<file path="src/rtl/powlib_sfifo.sv">
// powlib_sfifo: single-clock elastic FIFO with valid/ready handshaking on both
// sides. Read data is presented show-ahead. Outputs include an occupancy count,
// an almost-full flag and a synchronous flush.
//
// Storage is a W x D array with asynchronous read. D may be any integer >= 2,
// because the pointers wrap by compare-and-reset.
//
// Optional feature: define POWLIB_SFIFO_HWM_EN to add the hwm port. It is a
// high-water mark of cnt, cleared by reset or clr.
//
// Ports:
//   clk     clock, all logic on posedge
//   rst     asynchronous active-low reset
//   clr     synchronous flush, active-high
//   wrdata  write data            wrvld/wrrdy  write handshake
//   rddata  head-of-FIFO data     rdvld/rdrdy  read handshake
//   cnt     occupancy, 0..D
//   aful    cnt >= AFT
//   hwm     max cnt since reset/clr (POWLIB_SFIFO_HWM_EN only)
module powlib_sfifo #(
   parameter int unsigned W    = 16,
   parameter int unsigned D    = 8,
   parameter int unsigned WIDX = $clog2(D),
   parameter int unsigned WCNT = $clog2(D + 1),
   parameter int unsigned AFT  = D - 1
) (
   input  logic            clk,
   input  logic            rst,
   input  logic            clr,
   input  logic [W-1:0]    wrdata,
   input  logic            wrvld,
   output logic            wrrdy,
   output logic [W-1:0]    rddata,
   output logic            rdvld,
   input  logic            rdrdy,
   output logic [WCNT-1:0] cnt,
`ifdef POWLIB_SFIFO_HWM_EN
   output logic [WCNT-1:0] hwm,
`endif
   output logic            aful
);

   logic [W-1:0]    mem_q [D];
   logic [WIDX-1:0] wrptr_q, wrptr_d;
   logic [WIDX-1:0] rdptr_q, rdptr_d;
   logic [WCNT-1:0] cnt_q, cnt_d;
   logic            wr_fire_c;
   logic            rd_fire_c;

   // Handshake outputs depend only on registered state, clr and rst.
   assign wrrdy  = rst && !clr && (cnt_q != WCNT'(D));
   assign rdvld  = (cnt_q != '0) && !clr;
   assign rddata = mem_q[rdptr_q];
   assign cnt    = cnt_q;
   assign aful   = (cnt_q >= WCNT'(AFT));

   assign wr_fire_c = wrvld && wrrdy;
   assign rd_fire_c = rdvld && rdrdy;

   // Next-state for the pointers and the occupancy count.
   always_comb begin
      wrptr_d = wrptr_q;
      rdptr_d = rdptr_q;
      cnt_d   = cnt_q;
      if (clr) begin
         wrptr_d = '0;
         rdptr_d = '0;
         cnt_d   = '0;
      end else begin
         if (wr_fire_c) begin
            wrptr_d = (wrptr_q == WIDX'(D - 1)) ? '0 : wrptr_q + WIDX'(1);
         end
         if (rd_fire_c) begin
            rdptr_d = (rdptr_q == WIDX'(D - 1)) ? '0 : rdptr_q + WIDX'(1);
         end
         case ({wr_fire_c, rd_fire_c})
            2'b10:   cnt_d = cnt_q + WCNT'(1);
            2'b01:   cnt_d = cnt_q - WCNT'(1);
            default: cnt_d = cnt_q;
         endcase
      end
   end

   // Control state.
   always_ff @(posedge clk or negedge rst) begin
      if (!rst) begin
         wrptr_q <= '0;
         rdptr_q <= '0;
         cnt_q   <= '0;
      end else begin
         wrptr_q <= wrptr_d;
         rdptr_q <= rdptr_d;
         cnt_q   <= cnt_d;
      end
   end

   // Storage array. The array is never reset; flush and reset leave its contents alone.
   always_ff @(posedge clk) begin
      if (wr_fire_c) begin
         mem_q[wrptr_q] <= wrdata;
      end
   end

`ifdef POWLIB_SFIFO_HWM_EN
   logic [WCNT-1:0] hwm_q, hwm_d;

   // Track the peak of the next count, so hwm moves in the same cycle as cnt.
   always_comb begin
      hwm_d = hwm_q;
      if (clr) begin
         hwm_d = '0;
      end else if (cnt_d > hwm_q) begin
         hwm_d = cnt_d;
      end
   end

   always_ff @(posedge clk or negedge rst) begin
      if (!rst) begin
         hwm_q <= '0;
      end else begin
         hwm_q <= hwm_d;
      end
   end

   assign hwm = hwm_q;
`endif

endmodule
</file>
<file path="config.mk">
export PLATFORM = sky130hd
export DESIGN_NAME = powlib_sfifo
export DESIGN_NICKNAME = d
export VERILOG_FILES = /design/src/rtl/powlib_sfifo.sv
export SDC_FILE = /design/constraint.sdc
export NUM_CORES = 1
export LEC_CHECK = 0
export ABC_AREA = 1
export ABC_CLOCK_PERIOD_IN_PS = 2410
export CORE_MARGIN = 5
export CORE_UTILIZATION = 35
export CTS_BUF_LIST = sky130_fd_sc_hd__clkbuf_16
export DETAILED_ROUTE_END_ITERATION = 16
export PLACE_DENSITY = 0.58
export SETUP_SLACK_MARGIN = 0.2
export SLEW_MARGIN = 20
export SYNTH_ARGS = -nofsm -noshare
export SYNTH_HDL_FRONTEND = slang
export SYNTH_SLANG_ARGS = --single-unit
</file>
<file path="constraint.sdc">
create_clock -name clk -period 2.41 [get_ports clk]
set_clock_uncertainty 0.1 [all_clocks]
set_input_delay 0.482 -clock clk [delete_from_list [all_inputs] [get_ports clk]]
set_output_delay 0.482 -clock clk [all_outputs]
set_load 0.05 [all_outputs]
</file>
==> results of run 1 <==
## stage by stage
stage                     setup slack (ns)  hold WS [ns]  power, W
after floorplan                      0.154        0.0864   0.00431
after global placement             -0.0554         0.433   0.00517
after detailed placement            -0.109         0.441   0.00520
after CTS                          -0.0586         0.287   0.00756
after global routing                -0.106         0.310   0.00851
final                              -0.0292         0.298   0.00816
## power by group through the flow
stage | logic [W] | clock network [W] | registers [W]
2_1_floorplan | 0.00149 | 0 | 0.00282
3_3_place_gp | 0.00237 | 0 | 0.00280
3_5_place_dp | 0.00240 | 0 | 0.00280
4_1_cts | 0.00261 | 0.00218 | 0.00277
5_1_grt | 0.00346 | 0.00229 | 0.00276
6_report | 0.00327 | 0.00214 | 0.00276
## worst max-delay path, cell delays in order (launching register included)
cell	delay (ns)
dfrtp_2	0.41
buf_12	0.16
clkinv_16	0.09
clkbuf_16	0.14
nor2_2	0.04
o21ai_2	0.14
a21oi_2	0.05
a31oi_2	0.25
buf_12	0.18
## how the worst min path moves through the flow
stage | startpoint | to | slack, ns | cells after the start
2_1_floorplan | rst | cnt[0]$_DFFE_PN0P_ | 0.09 | 0
3_3_place_gp | cnt[3]$_DFFE_PN0P_ | cnt[3]$_DFFE_PN0P_ | 0.43 | 2
3_5_place_dp | cnt[3]$_DFFE_PN0P_ | cnt[3]$_DFFE_PN0P_ | 0.44 | 2
4_1_cts | rst | wrptr_q[2]$_DFFE_PN0P_ | 0.29 | 2
5_1_grt | rst | cnt[2]$_DFFE_PN0P_ | 0.31 | 2
6_report | rst | wrptr_q[0]$_DFFE_PN0P_ | 0.30 | 2
## cell usage after synthesis (all sizes together)
| cell type | number |
|---|---|
| a22oi | 1 |
| clkbuf | 9 |
| xor2 | 1 |
| edfxtp | 128 |
| dfrtp | 10 |
| nand2 | 86 |
| o21a | 1 |
| ha | 6 |
| or2 | 2 |
| o21ai | 68 |
| a31oi | 16 |
| fa | 1 |
| nor2 | 94 |
| nor3 | 2 |
| inv | 14 |
| buf | 13 |
| a21oi | 18 |
| nand3 | 5 |
## flip-flops by register name, indices dropped and copies added, names as in the netlist
register	count
cnt	4
rdptr_q	3
mem_q	128
wrptr_q	3
## layer usage
layer  up-vias  share of wire (%)  GRT usage [%]
met1      1902                 42           19.0
li1       1878                  -              -
met4         0                1.2           3.62
met5         -                  0              0
met3         9                4.3           3.70
met2        89                 52           25.0
## cell type report
| type | instances | area share (%) |
|---|---|---|
| timing repair buffer | 96 | 16.6 |
| sequential | 138 | 51.2 |
| inverter | 14 | 1.05 |
| tap | 216 | 3.37 |
| clock buffer | 17 | 5.31 |
| multi-input combinational | 301 | 21.8 |
| clock inverter | 15 | 0.796 |
## cells by family after synthesis
group	after synthesis	share of synthesized area [%]
AND/OR/NAND/NOR	189	13.7
adder cells (fa/ha/maj)	7	1.66
flip-flops	138	71.5
buffers and inverters	36	3.32
XOR/XNOR	1	0.153
AO/OA/AOI/OAI	104	9.60
## cells in the final DEF, fill, tap and decap left out, drive strengths merged
master,count
dfrtp,10
clkinv,7
a31oi,16
xor2,1
o21ai,68
nor2,94
ha,6
clkbuf,24
nand3,5
a22oi,1
o21a,1
clkinvlp,1
nor3,2
buf,64
clkdlybuf4s50,20
nand2,86
fa,1
a21oi,18
dlygate4sd2,5
edfxtp,128
inv,21
or2,2
## timing repair
item / CTS / global route
resized for setup: 25 / 85
buffers inserted: 1 / 5
pin swaps: 1 / 31
cloned: 2 / 10
setup endpoints to repair: 21 / 18
==> impl_results.md, run 1 <==
- Outcome: finished with violations
- Failing checks: negative setup slack
- CP Launch Point: rdptr_q[0]$_DFFE_PN0P_
- Num CTS Buffers: 17
- Vias in the first global route: 3845
- # Max-Cap Violations: 0
- Count of final hold-check violations: 0
- Tmin final: between 2 and 2.5 ns
- Library cells used by synthesis: 32
- FF+latch count, synth: 138
- R2r worst-path depth: 14
- Reg area: 4100 um^2
- Die X: around 140 um
- WS Path Type: flop to primary output
- Detail Route Antenna Nets: 0
- Post-synth net total: 503
- Top-level I/O count: 44
- LEAKAGE: just under 3 nW
- Syn avg cell area: about 12 um^2
- Max Transition Viols Final: 0
- FP Rows: 46
- ANT cells: 0
- Setup crit end: rddata[6]
- Area grow syn2layout: 40.1%
- Hold Path Class: input port to async pin
- Clock power share: 26.2%
- RSZ-0062 raised after global routing: true
- Via density: 4.87
- Crit end category: primary output
- Comb power frac: 40.0%
- Hold buffers post-CTS: 0
- Crit path DAT: 1.86 ns
- Starting Density: 35.9%
- Die H: 138 um
- Synthesized area: 5720 um^2
- Global-route wire length before repair: around 21000 um
- Max VDD drop: 0.590 mV
- Int Power: 0.00542 W
- Placed insts: 747
- Vias: 3878
- Nets: 596
- Die area: between 15000 and 20000 um^2
- Power per Cell Area: ~1000 nW/um^2
- Core Box Area: 15900 um^2
- Setup tns final: -0.0746 ns
- Reg clk slew, reported paths: around 0.06 ns
- Seq/Total Area, Yosys: 71.5%
- CTS max path bufs: 2
- FF-to-FF End: cnt[3]$_DFFE_PN0P_
- F_max: roughly 0.4 GHz
- Post-DP HPWL: 8200 um
- Placed cell areas: 6940 um^2
- Clk sinks: 138
- Design Area, Final: between 8000 and 9000 um^2
- Filler instances: 1368
- 1st-iter DRT viols: 275
- Setup crit start kind: flop
- Register share of total power: 33.8%
- Net switching power figure: 0.00274 W
- # port buffers: 43
- RePlAce Congestion: 0.744
- Final setup violation count: 6
- Synth area leaders: edfxtp_1, nor2_1, nand2_1
- Htree depth: 4
- Wire length per cell: 17.7 um
- Initial antenna violation count: 0
- Slack of the worst reg-to-reg path: about 0.38 ns
- Drt first pass iters: 4
- CTS tree: done
- Footprint of the multi-input gates: 1750 um^2
- Grt total ovfl: 0
- Rel. slew slack: 67.4%
- DRC viols: 0
- Layout cell share with drive strength beyond 1: 32.4%
- Post-route worst setup slack: -0.0292 ns
- Reg-to-Reg Start: cnt[1]$_DFFE_PN0P_
- Yosys warning total: 0
- Post-Route WL: 14100 um
- Measured slew at the worst slew-check pin: 0.491 ns
- Mapped Cells: 475
- Area share of the largest cell type after synthesis: 67.2%
- Area leader, netlist: edfxtp_1
- Cell Count, Final, Fillers Out: 797
- CP Max Fanout: 7
- Worst EP required: around 1.8 ns
- Largest net degree at the start of global routing: between 40 and 50
- Tcrit/Tclk final: 101%
- Sw frac: 33.6%
- Utilization after layout: about half
- Tot GR Track Use: 14.7%
- Clock Latency Late Sink: 0.40 ns
- CTS root buf: clkbuf_16
(Power assumes the default switching activity.)
==> run 2: changes to the inputs <==
Settings changed: CORE_MARGIN 5 to 3, SLEW_MARGIN 20 to not set.
==> run 2 against run 1 <==
  * The run still ends with negative setup slack left
  * Die area fell by 5.7%
  * Register-to-register slack gained 0.07 ns
  * Combinational power is 19% lower
  * Global-route usage grew 0.42 points
  * Sequential power about the same
  * Critical endpoint is now rddata[1]
  * Highest routed layer unchanged
==> impl_results.md, run 2 (synthesis gave the netlist of run 1 again) <==
- Met2 WL post-DR: 6170 um
- CP Max Fanout: 22
- Crit path DAT: 1.87 ns
- Failing checks: negative setup slack
- RSZ-0062 raised after global routing: true
- Stages on worst setup path: 6
- Reg clk slew, reported paths: approximately 0.06 ns
- WS Path Type: flop to primary output
- Wire length per cell: 16.5 um
- Post-route worst setup slack: -0.0425 ns
- Reg-to-Reg Start: cnt[2]$_DFFE_PN0P_
- Max FFs per register: 128
- Met1 WL: between 5000 and 6000 um
- Die H: ~130 um
- Footprint of the multi-input gates: 1630 um^2
- Top layer reached by signal wires: met4
- FF-to-FF End: cnt[3]$_DFFE_PN0P_
- Filler instances: between 1000 and 1500
- Largest net degree at the start of global routing: 33
- Setup crit start kind: flop
- Measured slew at the worst slew-check pin: around 0.50 ns
- Critical path's largest stage delay: 0.45 ns
- Top-level I/O count: 44
- Tmin final: 2.45 ns
- Outcome: finished with violations
- Tcrit/Tclk final: 102%
- Placed cell areas: 6900 um^2
- LEAKAGE: 2.83 nW
- Detail Route Antenna Nets: 0
- Die X: 134 um
- F_max: ~0.4 GHz
- Htree depth: 4
- Count of final hold-check violations: 0
- Design Area, Final: approximately 7700 um^2
- Most used cell, CP: o21ai_0
- Crit path max-delay family: compound AO/OA/AOI/OAI gates
- Utilization after layout: 48.1%
- Die area: 17900 um^2
- DRC viols: 0
- # port buffers: 43
- Clk sinks: 138
- Area grow syn2layout: 34.0%
- Core Box Area: 15900 um^2
- Commonest non-fill, non-tap cell in the layout: edfxtp_1
- Num CTS Buffers: 17
- Initial antenna violation count: 0
- Tot GR Track Use: approximately 15%
- Vias in the first global route: 3775
- Crit path buffers/inverters: 2
- Total power: 0.00781 W
- Layout cell share with drive strength beyond 1: about a quarter
- # Max-Cap Violations: 0
- FP Rows: 46
- Power per Cell Area: 1020 nW/um^2
- Final setup violation count: 4
- Min Hold Slack: 0.274 ns
- Clock Latency Late Sink: 0.43 ns
- Worst EP required: 1.83 ns
- Largest Register: mem_q
- Global-route wire length before repair: 20500 um
- Slowest stage cell, crit path: dfrtp_2
- CTS root buf: clkbuf_16
- Starting Density: a little over a third
- Drt first pass iters: 4
- ANT cells: 0
- Max Transition Viols Final: 0
- Grt total ovfl: 0
- Post-DP HPWL: 7850 um
- Slack of the worst reg-to-reg path: 0.45 ns
- Rel. slew slack: 67.0%
- RePlAce Congestion: 0.749
- Nets: 588
- Routed wl met3: between 700 and 800 um
- R2r worst-path depth: 14
- 1st-iter DRT viols: 273
- Crit end category: primary output
- CTS tree: done
- Most frequent cells in the layout: edfxtp_1, nor2_1, nand2_1
- Crit path cell chain: buf_6 > o21ai_0 > o21ai_0 > a21oi_1 > a31oi_2 > buf_12
- Vias: 3837
- Reg area: 4100 um^2
- Via density: 4.86
- Post-Route WL: 13100 um
- Max VDD drop: ~0.65 mV
- CTS max path bufs: 2
- Hold Path Class: input port to async pin
## run 2: cell types whose count changed in the layout (fill, tap and decap cells not counted), moves of 5 or more
cell | previous run | this run
o21ai_0 | 15 | 30
o21ai_2 | 10 | 0
buf_4 | 24 | 30
a21oi_2 | 15 | 6
o21ai_1 | 43 | 38
nand2_1 | 74 | 79
a21oi_1 | 3 | 12
inv_1 | 18 | 13
nor2_1 | 68 | 82
buf_12 | 28 | 20
nand2_2 | 11 | 6
nor2_2 | 20 | 6
clkbuf_16 | 24 | 17
## run 2: power breakdown
part           internal (W)  leakage, nW  switching (W)
registers           0.00270         1.28      0.0000728
clock network       0.00148        0.280       0.000922
logic               0.00111         1.27        0.00153
total               0.00529         2.83        0.00252
## run 2: timing repair
action                     CTS  global route
resized for setup           24            27
buffers inserted             3             4
setup endpoints to repair   21            18
cloned                       2             0
pin swaps                    1             3
hold buffers                 0             0
## run 2: per-stage QoR
step | setup TNS [ns] | setup WS [ns] | cells
detailed placement | -1.00 | -0.116 | 748
finish | -0.0595 | -0.0425 | 789
global placement | -0.428 | -0.0579 | 748
global route | -1.22 | -0.112 | 789
floorplan | 0 | 0.154 | 475
CTS | -0.430 | -0.0494 | 785
## run 2: worst max path at each step
stage / start / slack [ns] / to
after floorplan: cnt[3]$_DFFE_PN0P_ / 0.15 / mem_q[7][0]$_DFFE_PP_
after global placement: rst / -0.06 / cnt[3]$_DFFE_PN0P_
after detailed placement: rst / -0.12 / cnt[3]$_DFFE_PN0P_
after CTS: rdptr_q[0]$_DFFE_PN0P_ / -0.05 / rddata[6]
after global routing: rdptr_q[0]$_DFFE_PN0P_ / -0.11 / rddata[1]
final: rdptr_q[0]$_DFFE_PN0P_ / -0.04 / rddata[1]
## run 2: cell type report
cell class	instances	share of cell area [%]
flip-flops and latches	138	53.5
multi-input cells	301	21.2
repair buffers	88	13.9
clock buffers	17	5.55
well taps	216	3.53
clock inverters	15	1.58
inverters	14	0.751
## run 2: per-layer routing
| layer | track usage (%) | vias to the layer above |
|---|---|---|
| met2 | 23.3 | 91 |
| li1 | - | 1848 |
| met5 | 0 | - |
| met4 | 4.86 | 0 |
| met3 | 4.84 | 17 |
| met1 | 20.5 | 1881 |
## run 2: worst reg2reg max path, cell delays in order, from the launching register on
cell	delay, ns
dfrtp_2	0.47
nor2_2	0.13
nand2_2	0.07
nand2_2	0.09
nor2_4	0.04
nor2_4	0.14
ha_4	0.23
a21oi_2	0.16
nand3_1	0.09
nand2_1	0.09
inv_1	0.04
nand2_1	0.05
nand2_1	0.05
nand2_1	0.06
nand2_1	0.05
==> run 3: changes to the inputs <==
--- a/config.mk
+++ b/config.mk
@@ -17,2 +17,3 @@
 export SYNTH_HDL_FRONTEND = slang
 export SYNTH_SLANG_ARGS = --single-unit
+export TNS_END_PERCENT = 100
==> constraint.sdc (replaced) <==
create_clock -name clk -period 2.41 [get_ports clk]
set_clock_uncertainty 0.1 [all_clocks]
set_input_delay 0.6025 -clock clk [delete_from_list [all_inputs] [get_ports clk]]
set_output_delay 0.6025 -clock clk [all_outputs]
set_load 0.05 [all_outputs]
==> run 3 against run 2 <==
  * The flow still finishes with violations (negative setup slack)
  * Fmax shrank 6.2%
  * Critical path type unchanged
  * Non-clock buffer count rose by 11
  * Utilization grew 2.0 points
  * Combinational power increased by 16%
  * Die area is the same
  * Wire length up 3.3%
  * Total power rose by 4.3%
  * Count of clock-buffer cells in the layout grew 2
  * Highest routed layer unchanged
==> impl_results.md, run 3 (synthesis gave the netlist of run 1 again) <==
- Via density: 4.86
- CP Max Fanout: 8
- Footprint of the multi-input gates: 1750 um^2
- Die H: about 130 um
- # port buffers: 43
- RePlAce Congestion: about 0.73
- Most used cell, CP: buf_12
- Crit path cell chain: clkinv_4 > buf_12 > buf_16 > o21ai_0 > a31oi_2 > buf_12
- Crit path DAT: 1.91 ns
- Tcrit/Tclk final: 109%
- Rel. slew slack: approximately two thirds
- FP Rows: 46
- Cell Count, Final, Fillers Out: 800
- Top-level I/O count: 44
- Hold Path Class: input port to async pin
- CTS root buf: clkbuf_16
- WS Path Type: flop to primary output
- RSZ-0062 raised after global routing: true
- Nets: 599
- Die area: 17900 um^2
- Detail Route Antenna Nets: 0
- Area grow syn2layout: 39.5%
- Measured slew at the worst slew-check pin: around 0.49 ns
- Final setup violation count: 16
- Global-route wire length before repair: 21300 um
- Reg area: 4100 um^2
- Filler instances: 1406
- Placed insts: 750
- Max Transition Viols Final: 0
- Post-Route WL: roughly 13000 um
- Min Hold Slack: 0.147 ns
- Num CTS Buffers: 17
- Vias in the first global route: just under 4000
- Power per Cell Area: 1020 nW/um^2
- Failing checks: negative setup slack
- Count of final hold-check violations: 0
- Reg clk slew, reported paths: 0.06 ns
- LEAKAGE: 2.95 nW
- ANT cells: 0
- Largest Register: mem_q
- Crit end category: primary output
- Slowest stage cell, crit path: dfrtp_2
- Critical path's largest stage delay: 0.54 ns
- Core Box Area: 15900 um^2
- Worst EP required: 1.71 ns
- Reg-to-Reg Start: cnt[3]$_DFFE_PN0P_
- Setup crit start kind: flop
- Wire length per cell: 16.9 um
- CTS max path bufs: 2
- Max VDD drop: 0.630 mV
- Clk sinks: 138
- # Max-Cap Violations: 0
- Grt total ovfl: 0
- Outcome: finished with violations
- Htree depth: 4
- Drt first pass iters: 5
- CTS tree: done
- 1st-iter DRT viols: approximately 290
- Commonest non-fill, non-tap cell in the layout: edfxtp_1
- F_max: 0.382 GHz
- Tot GR Track Use: 15.6%
- Vias: 3889
- Die X: 134 um
- CP Launch Point: rdptr_q[0]$_DFFE_PN0P_
- Starting Density: between 30% and 40%
- Largest net degree at the start of global routing: 20
- Clock Latency Late Sink: 0.41 ns
- DRC viols: 0
- Tmin final: 2.62 ns
- Post-route worst setup slack: -0.206 ns
- Most frequent cells in the layout: edfxtp_1, nor2_1, nand2_1
- Initial antenna violation count: 0
- Layout cell share with drive strength beyond 1: 31.0%
- Hold buffers post-CTS: 0
- Post-DP HPWL: 8070 um
- Max FFs per register: 128
-- run 3: power by group --
group          switching [W]  leakage [nW]  internal [W]
Clock               0.000912         0.268       0.00140
Combinational        0.00170          1.40       0.00136
Sequential         0.0000818          1.28       0.00270
Total                0.00269          2.95       0.00545
-- run 3: layout make-up --
class                           count  share of cell area (%)
Clock buffer                       19                    5.95
Clock inverter                     13                   0.736
Inverter                           14                   0.752
Multi-Input combinational cell    301                    21.9
Sequential cell                   138                    51.3
Tap cell                          216                    3.38
Timing Repair Buffer               99                    16.0
-- run 3: worst max-delay path: cells and delay by family, from the launching register on --
kind,cells,cell delay [ns]
buf+inv,4,0.61
compound gates,2,0.34
flops,1,0.54
-- run 3: routing by layer --
metal  GRT usage, %  vias to the layer above  routed length (um)
met1           20.5                     1919                6240
met5              0                        -                   0
met2           25.9                       79                6650
met3           3.53                       10                 465
li1               -                     1881                   -
met4           4.80                        0                 121
-- run 3: path summary, 6_finish.rpt --
check	endpoint	slack [ns]	cells after the start
worst max-delay path	rddata[11]	-0.21	6
worst min-delay path	wrptr_q[1]$_DFFE_PN0P_	0.15	2
worst max register to register	mem_q[3][13]$_DFFE_PP_	0.36	10
worst min register to register	cnt[3]$_DFFE_PN0P_	0.46	2
max in group asynchronous	rdptr_q[0]$_DFFE_PN0P_	1.90	2
min in group clk	cnt[3]$_DFFE_PN0P_	0.46	2
-- run 3: metrics by stage --
stage	util [%]	cell area (um^2)	power, W	worst slack (ns)	TNS (ns)
2_1_floorplan	-	5870	0.00431	0.0785	0
3_3_place_gp	43.6	6950	0.00519	-0.178	-12.41
3_5_place_dp	43.6	6950	0.00521	-0.235	-14.67
4_1_cts	48.3	7700	0.00788	-0.218	-3.02
5_1_grt	50.1	7990	0.00851	-0.307	-4.51
6_report	50.1	7990	0.00814	-0.206	-2.81
-- run 3: what timing repair did --
| item | 4_1_cts | 5_1_grt |
|---|---|---|
| endpoints found under the setup margin | 22 | 18 |
| pin swaps | 6 | 12 |
| resized for setup | 32 | 67 |
| cloned | 4 | 2 |
| buffers inserted | 8 | 4 |
